--- src/rtl/alu_cmd_sequencer.sv ---
// Command sequencer for the 8-bit combinational ALU: queues opcode/operand commands,
// feeds the ALU from an accumulator and returns each result over a valid/ready port.
module alu_cmd_sequencer #(
    parameter int unsigned DATA_W     = 8,
    parameter int unsigned FIFO_DEPTH = 4
) (
    input  logic              clk,
    input  logic              rst_n,
    input  logic              cmd_valid,
    output logic              cmd_ready,
    input  logic [2:0]        cmd_op,
    input  logic [DATA_W-1:0] cmd_operand,
    input  logic              clr_acc,
    output logic [DATA_W-1:0] alu_a,
    output logic [DATA_W-1:0] alu_b,
    output logic [2:0]        alu_sel,
    input  logic [DATA_W-1:0] alu_out,
    input  logic              alu_ovf,
    output logic              res_valid,
    input  logic              res_ready,
    output logic [DATA_W-1:0] res_data,
    output logic              res_ovf,
    output logic [DATA_W-1:0] acc,
    output logic              busy
);

    localparam int unsigned PTR_W   = $clog2(FIFO_DEPTH);
    localparam logic [PTR_W:0] FULL_CNT = FIFO_DEPTH[PTR_W:0];
    localparam logic [2:0]  OP_ADD  = 3'b100;

    typedef enum logic [1:0] {
        IDLE,
        ISSUE,
        CAPTURE,
        RESULT
    } state_t;

    state_t            state;
    logic [2:0]        fifo_op      [FIFO_DEPTH];
    logic [DATA_W-1:0] fifo_operand [FIFO_DEPTH];
    logic [PTR_W-1:0]  wr_ptr;
    logic [PTR_W-1:0]  rd_ptr;
    logic [PTR_W:0]    count;
    logic [PTR_W:0]    count_next;
    logic              ready_q;
    logic              fifo_empty;
    logic              push;
    logic              pop;

    assign fifo_empty = (count == '0);
    assign push       = cmd_valid && ready_q;
    // Head is consumed only when the FSM moves into ISSUE.
    assign pop        = !fifo_empty && ((state == IDLE) || ((state == RESULT) && res_ready));
    assign count_next = count + (PTR_W+1)'(push) - (PTR_W+1)'(pop);

    assign cmd_ready  = ready_q;
    assign res_valid  = (state == RESULT);
    assign busy       = (state != IDLE) || !fifo_empty;

    always_ff @(posedge clk) begin
        if (push) begin
            fifo_op[wr_ptr]      <= cmd_op;
            fifo_operand[wr_ptr] <= cmd_operand;
        end
    end

    always_ff @(posedge clk or negedge rst_n) begin
        if (!rst_n) begin
            state    <= IDLE;
            wr_ptr   <= '0;
            rd_ptr   <= '0;
            count    <= '0;
            ready_q  <= 1'b0;
            acc      <= '0;
            alu_a    <= '0;
            alu_b    <= '0;
            alu_sel  <= '0;
            res_data <= '0;
            res_ovf  <= 1'b0;
        end else begin
            count   <= count_next;
            ready_q <= (count_next != FULL_CNT);
            if (push) begin
                wr_ptr <= wr_ptr + PTR_W'(1);
            end
            if (pop) begin
                rd_ptr  <= rd_ptr + PTR_W'(1);
                alu_a   <= acc;
                alu_b   <= fifo_operand[rd_ptr];
                alu_sel <= fifo_op[rd_ptr];
            end

            case (state)
                IDLE: begin
                    if (pop) begin
                        state <= ISSUE;
                    end
                end
                ISSUE: begin
                    state <= CAPTURE;
                end
                CAPTURE: begin
                    res_data <= alu_out;
                    acc      <= alu_out;
                    // ALU ovf is stale for every op except add.
                    res_ovf  <= (alu_sel == OP_ADD) && alu_ovf;
                    state    <= RESULT;
                end
                RESULT: begin
                    if (res_ready) begin
                        state <= pop ? ISSUE : IDLE;
                    end
                end
                default: begin
                    state <= IDLE;
                end
            endcase

            if (clr_acc) begin
                acc <= '0;
            end
        end
    end

endmodule

--- config.mk ---
export PLATFORM = sky130hd
export DESIGN_NAME = alu_cmd_sequencer
export DESIGN_NICKNAME = d
export VERILOG_FILES = /design/src/rtl/alu_cmd_sequencer.sv
export SDC_FILE = /design/constraint.sdc
export NUM_CORES = 1
export LEC_CHECK = 0
export BUFFER_PORTS_ARGS = -buffer_cell sky130_fd_sc_hd__buf_2
export CELL_PAD_IN_SITES_DETAIL_PLACEMENT = 1
export CELL_PAD_IN_SITES_GLOBAL_PLACEMENT = 1
export CORE_ASPECT_RATIO = 0.6
export CORE_MARGIN = 4
export CORE_UTILIZATION = 40
export DETAILED_ROUTE_END_ITERATION = 7
export GPL_TIMING_DRIVEN = 0
export PLACE_DENSITY_LB_ADDON = 0.1
export SYNTH_ARGS = -nofsm -noshare
export SYNTH_HDL_FRONTEND = slang
export SYNTH_SLANG_ARGS = --single-unit
--- constraint.sdc ---
create_clock -name clk -period 6.6 [get_ports clk]
set_clock_uncertainty 0.2 [all_clocks]
set_input_delay 0.66 -clock clk [delete_from_list [all_inputs] [get_ports clk]]
set_output_delay 0.66 -clock clk [all_outputs]
set_load 0.05 [all_outputs]
==> results of run 1 <==
==> power breakdown <==
group          switching [mW]  internal, mW  total (mW)
clock                   0.219         0.296       0.515
sequential              0.107         0.770       0.877
combinational           0.652         0.367        1.02
==> per-layer routing <==
metal  GRT usage, %  vias up  share of wire, %
met1           20.8     1034                48
met3           5.32       10               4.9
li1               -      918                 -
met4           4.36        0               1.0
met5              0        -                 0
met2           22.3       34                46
==> cell type report <==
cell class,instances,share of cell area (%)
clock inverters,7,1.76
flip-flops and latches,90,57.1
multi-input cells,103,23.3
repair buffers,62,7.17
inverters,14,1.21
well taps,112,3.24
plain buffers,7,0.954
clock buffers,9,5.20
==> how the worst min path moves through the flow <==
| stage | start | end | slack, ns | cells after the start |
|---|---|---|---|---|
| global placement | alu_a[3] | alu_a[3] | 0.27 | 1 |
| global route | alu_a[6] | alu_a[6] | 0.32 | 1 |
| detailed placement | alu_a[3] | alu_a[3] | 0.27 | 1 |
| CTS | alu_a[3] | alu_a[3] | 0.28 | 1 |
| floorplan | rst_n | acc[0] | 0.16 | 0 |
| finish | alu_a[3] | alu_a[3] | 0.28 | 1 |
==> logic make-up (layout without fill, tap and decap cells) <==
logic type      Yosys count  in the layout
flops                    90             90
simple gates             33             33
mux                      32             32
compound gates           22             22
buf+inv                  21             99
fa+ha+maj                10             10
xor+xnor                  6              6
==> through the flow <==
step | worst slack [ns] | hold WS (ns) | instances | util (%) | power, mW
after global routing | 3.58 | 0.320 | 404 | 50.2 | 2.55
after global placement | 3.76 | 0.266 | 388 | 46.7 | 1.91
after floorplan | 3.81 | 0.164 | 214 | - | 1.66
after detailed placement | 3.80 | 0.269 | 388 | 46.7 | 1.92
after CTS | 3.80 | 0.284 | 404 | 50.2 | 2.45
final | 3.83 | 0.278 | 404 | 50.2 | 2.41
==> state kept, by name (all words and copies together), names as in the netlist, 3 cells and up <==
name          flops
count             3
fifo_operand     32
alu_a             8
acc               8
alu_b             8
alu_sel           3
res_data          8
fifo_op          12
==> synthesized netlist by cell type (all sizes together) <==
| cell type | number | area (um^2) |
|---|---|---|
| mux4 | 11 | 259 |
| nor3b | 1 | 7.51 |
| nor2b | 1 | 6.26 |
| nand2 | 12 | 45.0 |
| clkbuf | 3 | 11.3 |
| nor2 | 4 | 17.5 |
| buf | 4 | 30.0 |
| ha | 9 | 113 |
| edfxtp | 44 | 1320 |
| and3 | 4 | 25.0 |
| a211oi | 1 | 7.51 |
| a2bb2oi | 1 | 8.76 |
| inv | 14 | 52.6 |
| a21oi | 10 | 50.1 |
| xor2 | 3 | 26.3 |
| o21ai | 9 | 45.0 |
| mux2 | 21 | 267 |
| xnor2 | 3 | 26.3 |
| nor3 | 2 | 21.3 |
| fa | 1 | 20.0 |
| nand2b | 8 | 50.1 |
| o31a | 1 | 8.76 |
| nand4 | 1 | 6.26 |
| dfrtp | 46 | 1150 |
==> qor.csv, run 1 <==
stage,metric,value,unit
timing,Worst Tran Pin Value,1.06,ns
clocking,Root Buffer,clkbuf_16,
final_layout,layout cells sized above 1,37.7,%
logic_synthesis,sequential share of the synthesized area,69.1,%
logic_synthesis,"Cell Area, Synth",3580,um^2
grt,vias in the first global route,2099,
setup_path,worst r2r src,state[0],
logic_synthesis,mux share of post-synthesis cell area,14.7,%
timing,RSZ-0062 raised after global routing,no,
place,HPWL after DPL,5060,um
place,port bufs,62,
setup_path,Critical Path RT,6.62,ns
timing,fmax,0.360,GHz
logic_synthesis,Synth Area in Simple Gates,5.00,%
setup_path,WP data arrival,2.80,ns
floorplan,die area,10600,um^2
logic_synthesis,synthesized flop and latch total,90,
logic_synthesis,largest family of logic cells by synthesized area,multiplexers,
clocking,Clock Path Buffers,2,
power_and_ir_drop,LEAKAGE,1.87,nW
place,dpl cell area,4030,um^2
setup_path,Worst Setup EP,cmd_ready,
grt,first-pass GRT wire length,11500,um
logic_synthesis,post-synthesis compound-gate area fraction,3.36,%
routing,"antenna viol nets, final",0,
floorplan,Initial Util,41.5,%
setup_path,"Slowest-stage cell, CP",dfrtp_1,
setup_path,CP Class,flip-flop to flip-flop,
timing,number of hold violations in the final report,0,
routing,vias per inst,4.94,
floorplan,I/O Pins,64,
grt,gr ovfl total,0,
timing,Final Slew Violations,0,
timing,TNS Setup,0,ns
grt,largest net degree at the start of global routing,47,
floorplan,core area,8620,um^2
logic_synthesis,xor and xnor area share after synthesis,1.47,%
floorplan,row count,26,
routing,DRT iter0 DRCs,121,
final_layout,"commonest non-fill, non-tap cell in the layout",buf_2,
logic_synthesis,synth unique cells,31,
logic_synthesis,"Avg Cell Area, Syn",16.7,um^2
clocking,depth of the CTS H-tree,3,
final_layout,Storage cell area,2470,um^2
clocking,clock-pin slew on the worst setup and hold paths,0.07,ns
setup_path,crit-path max cell delay,0.39,ns
timing,relative slew slack,29.5,%
logic_synthesis,Syn. warnings,0,
final_layout,Post-layout nets,322,
logic_synthesis,Adder-Cell Fraction of Synth Area,3.71,%
logic_synthesis,Mapped Cells,214,
setup_path,r2r worst-path depth,11,
routing,via count,1996,
job,max_cap viols,0,
final_layout,Area Growth Syn to Fin,21.0,%
setup_path,CP Max Fanout,10,
final_layout,footprint of the multi-input gates,1010,um^2
routing,Detailed Routing Iterations Pass 1,4,
clocking,"Hold-fix buffers, CTS",0,
clocking,# clock sinks,90,
setup_path,crit-path cells,inv_1 > ha_1 > a21oi_1 > nor2_2 > buf_4 > xnor2_1 > ha_1 > fa_1 > xor2_1 > xnor2_1 > nand2_1,
setup_path,crit path launch type,flip-flop,
timing,part of the cycle the worst path needs,42.0,%
setup_path,register-to-register setup slack,3.83,ns
timing,Final setup viols,0,
final_layout,fill count,873,
setup_path,CP top delay family,adder cells,
routing,DRC violation count after routing,0,
place,Placer Congestion,0.744,
final_layout,"commonest cells after routing, fill and taps aside","buf_2 (62), dfrtp_1 (46), edfxtp_1 (44)",
clocking,"Setup Fix Bufs, Post-CTS",0,
setup_path,Worst setup EP type,flip-flop,
grt,overall routing resource usage,15.0,%
final_layout,Final Cell Area,4330,um^2
setup_path,Critical Path Source,state[0],
clocking,Resized cells post-CTS,0,
status,status,"finished, final reports clean",
setup_path,worst path bufs/invs,2,
clocking,CTS tree,yes,
clocking,Clock Latency Late Sink,0.34,ns
routing,wire per inst,18.1,um
grt,initial antenna violation count,0,
logic_synthesis,Syn Nets,249,
timing,Final Critical Period,2.77,ns
setup_path,RR Endpoint,cmd_ready,
routing,final WL,7300,um
power_and_ir_drop,worst ir drop on vdd,0.187,mV
power_and_ir_drop,pwr dens,557,nW/um^2
floorplan,Die Span Y,81.2,um
clocking,cts bufs inserted,9,
hold_path,HP Class,flip-flop to flip-flop,
setup_path,WP depth,11,
final_layout,Antenna diodes,0,
floorplan,Die X,130,um
Power figures use the tool's default switching activity.
==> run 2, diff against run 1 <==
- clock period: 6.6 -> 2.6 ns (I/O delays scaled with it)
==> qor.csv, run 2 (same netlist as run 1, synthesis figures left out) <==
stage,metric,value,unit
grt,first-pass GRT wire length,12200,um
clocking,# clock sinks,90,
timing,number of hold violations in the final report,0,
status,status,"finished, final reports clean",
routing,wire per inst,17.7,um
final_layout,footprint of the multi-input gates,1050,um^2
floorplan,I/O Pins,64,
routing,total length of routed met2 wires,3580,um
routing,WL met1,3600,um
setup_path,WP data arrival,2.48,ns
power_and_ir_drop,Pint,3.75,mW
final_layout,Largest register FFs,32,
routing,Detailed Routing Iterations Pass 1,4,
setup_path,Worst setup EP type,flip-flop,
timing,Final setup viols,0,
floorplan,Die X,130,um
floorplan,Initial Util,41.5,%
routing,"antenna viol nets, final",0,
routing,via count,2095,
routing,final WL,7610,um
timing,RSZ-0062 raised after global routing,no,
timing,Final Slew Violations,0,
routing,DRT iter0 DRCs,86,
routing,top sig layer,met4,
grt,initial antenna violation count,0,
timing,relative slew slack,27.8,%
power_and_ir_drop,Sw Ratio,39.9,%
final_layout,Post-layout nets,348,
floorplan,die area,10600,um^2
place,HPWL after DPL,5020,um
final_layout,"commonest cells after routing, fill and taps aside","buf_2 (62), dfrtp_1 (45), edfxtp_1 (44)",
floorplan,Die Span Y,81.2,um
clocking,clock-pin slew on the worst setup and hold paths,0.06,ns
job,max_cap viols,0,
grt,overall routing resource usage,15.7,%
routing,met3 routed wirelength,370,um
grt,largest net degree at the start of global routing,47,
power_and_ir_drop,worst ir drop on vdd,0.625,mV
final_layout,Final Cell Area,4610,um^2
power_and_ir_drop,LEAKAGE,1.98,nW
final_layout,largest reg by FF count,fifo_operand,
final_layout,layout cells sized above 1,37.1,%
timing,TNS Setup,0,ns
timing,fin worst setup slack,0.130,ns
power_and_ir_drop,P_sw,2.48,mW
clocking,depth of the CTS H-tree,3,
timing,fmax,0.405,GHz
final_layout,Storage cell area,2470,um^2
place,Placer Congestion,0.746,
final_layout,largest registers,"fifo_operand (32), fifo_op (12)",
setup_path,Critical Path RT,2.61,ns
timing,Worst Tran Pin Value,1.08,ns
final_layout,fill count,830,
place,dpl cell area,4040,um^2
power_and_ir_drop,Logic pwr share,44.2,%
power_and_ir_drop,Pwr Total,6.23,mW
grt,gr ovfl total,0,
final_layout,"commonest non-fill, non-tap cell in the layout",buf_2,
place,port bufs,62,
routing,vias per inst,4.87,
timing,part of the cycle the worst path needs,95.0,%
grt,vias in the first global route,2244,
clocking,Clock Path Buffers,2,
floorplan,core area,8620,um^2
clocking,Root Buffer,clkbuf_16,
setup_path,crit path launch type,flip-flop,
setup_path,CP Class,flip-flop to flip-flop,
routing,DRC violation count after routing,0,
clocking,cts bufs inserted,9,
hold_path,HP Class,input port to flip-flop,
final_layout,final non-filler cell total,430,
timing,Final Critical Period,2.47,ns
final_layout,Area Growth Syn to Fin,29.0,%
final_layout,Antenna diodes,0,
power_and_ir_drop,Reg power frac,35.8,%
place,Cell Count Post-Placement,388,
floorplan,row count,26,
place,Setup Slack @ Placement,-0.265,ns
setup_path,CP Max Fanout,4,
clocking,Clock Latency Late Sink,0.33,ns
clocking,CTS tree,yes,
power_and_ir_drop,pwr dens,1350,nW/um^2
power_and_ir_drop,Clock Power Share,20.1,%
==> run 2: cell count changes in the layout (fill, tap and decap cells not counted), moves of 2 or more <==
cell           before  now
buf_4               2    6
ha_1                9    7
ha_4                0    2
dlygate4sd3_1       0   21
inv_6               2    0
clkbuf_1            3    5
==> run 2: layout make-up <==
cell class,instances,area share [%]
Multi-Input combinational cell,103,22.8
Clock inverter,5,1.22
Sequential cell,90,53.6
Tap cell,112,3.04
Buffer,7,0.977
Clock buffer,11,5.05
Inverter,14,1.14
Timing Repair Buffer,88,12.1
==> run 2: per-layer routing <==
layer / vias to the layer above / track usage, %
li1: 978 / -
met1: 1071 / 21.5
met2: 39 / 24.4
met3: 7 / 5.39
met4: 0 / 3.84
met5: - / 0
==> run 2: repair_timing <==
action                                  in CTS  in global routing
resized for setup                            5                  3
pin swaps                                    1                  2
setup buffers                                4                  1
hold buffers                                21                  0
hold endpoints to repair                   107                  0
endpoints found under the setup margin       2                  2
==> run 2: final timing paths <==
kind                            startpoint   endpoint  slack [ns]  cells after the start
min in group asynchronous            rst_n   alu_b[3]        0.49                      2
worst max register to register    state[0]  cmd_ready        0.13                     11
max in group asynchronous            rst_n   state[1]        0.96                      2
worst min register to register    alu_a[3]   alu_a[3]        0.29                      1
worst max-delay path              state[0]  cmd_ready        0.13                     11
worst min-delay path             cmd_valid  wr_ptr[0]        0.14                      3
==> run 2: worst max-delay path: stages, from the launching register on <==
cell     delay [ns]
dfrtp_1        0.38
buf_4          0.15
ha_4           0.17
a21oi_4        0.17
nor2_4         0.07
buf_6          0.14
xnor2_1        0.12
ha_1           0.20
fa_2           0.34
xor2_1         0.16
xnor2_1        0.19
nand2_1        0.08
==> run 2: per-stage QoR <==
step	hold WS, ns	util [%]
global route	0.142	53.5
global placement	0.263	46.9
CTS	0.130	53.2
floorplan	-0.236	-
detailed placement	0.278	46.9
finish	0.140	53.5
==> run 2: power by group through the flow <==
stage | sequential (mW) | combinational (mW) | clock, mW
after floorplan | 2.97 | 1.26 | 0
after global placement | 2.25 | 2.60 | 0
after detailed placement | 2.26 | 2.63 | 0
after CTS | 2.23 | 2.77 | 1.29
after global routing | 2.28 | 2.99 | 1.36
final | 2.23 | 2.75 | 1.25
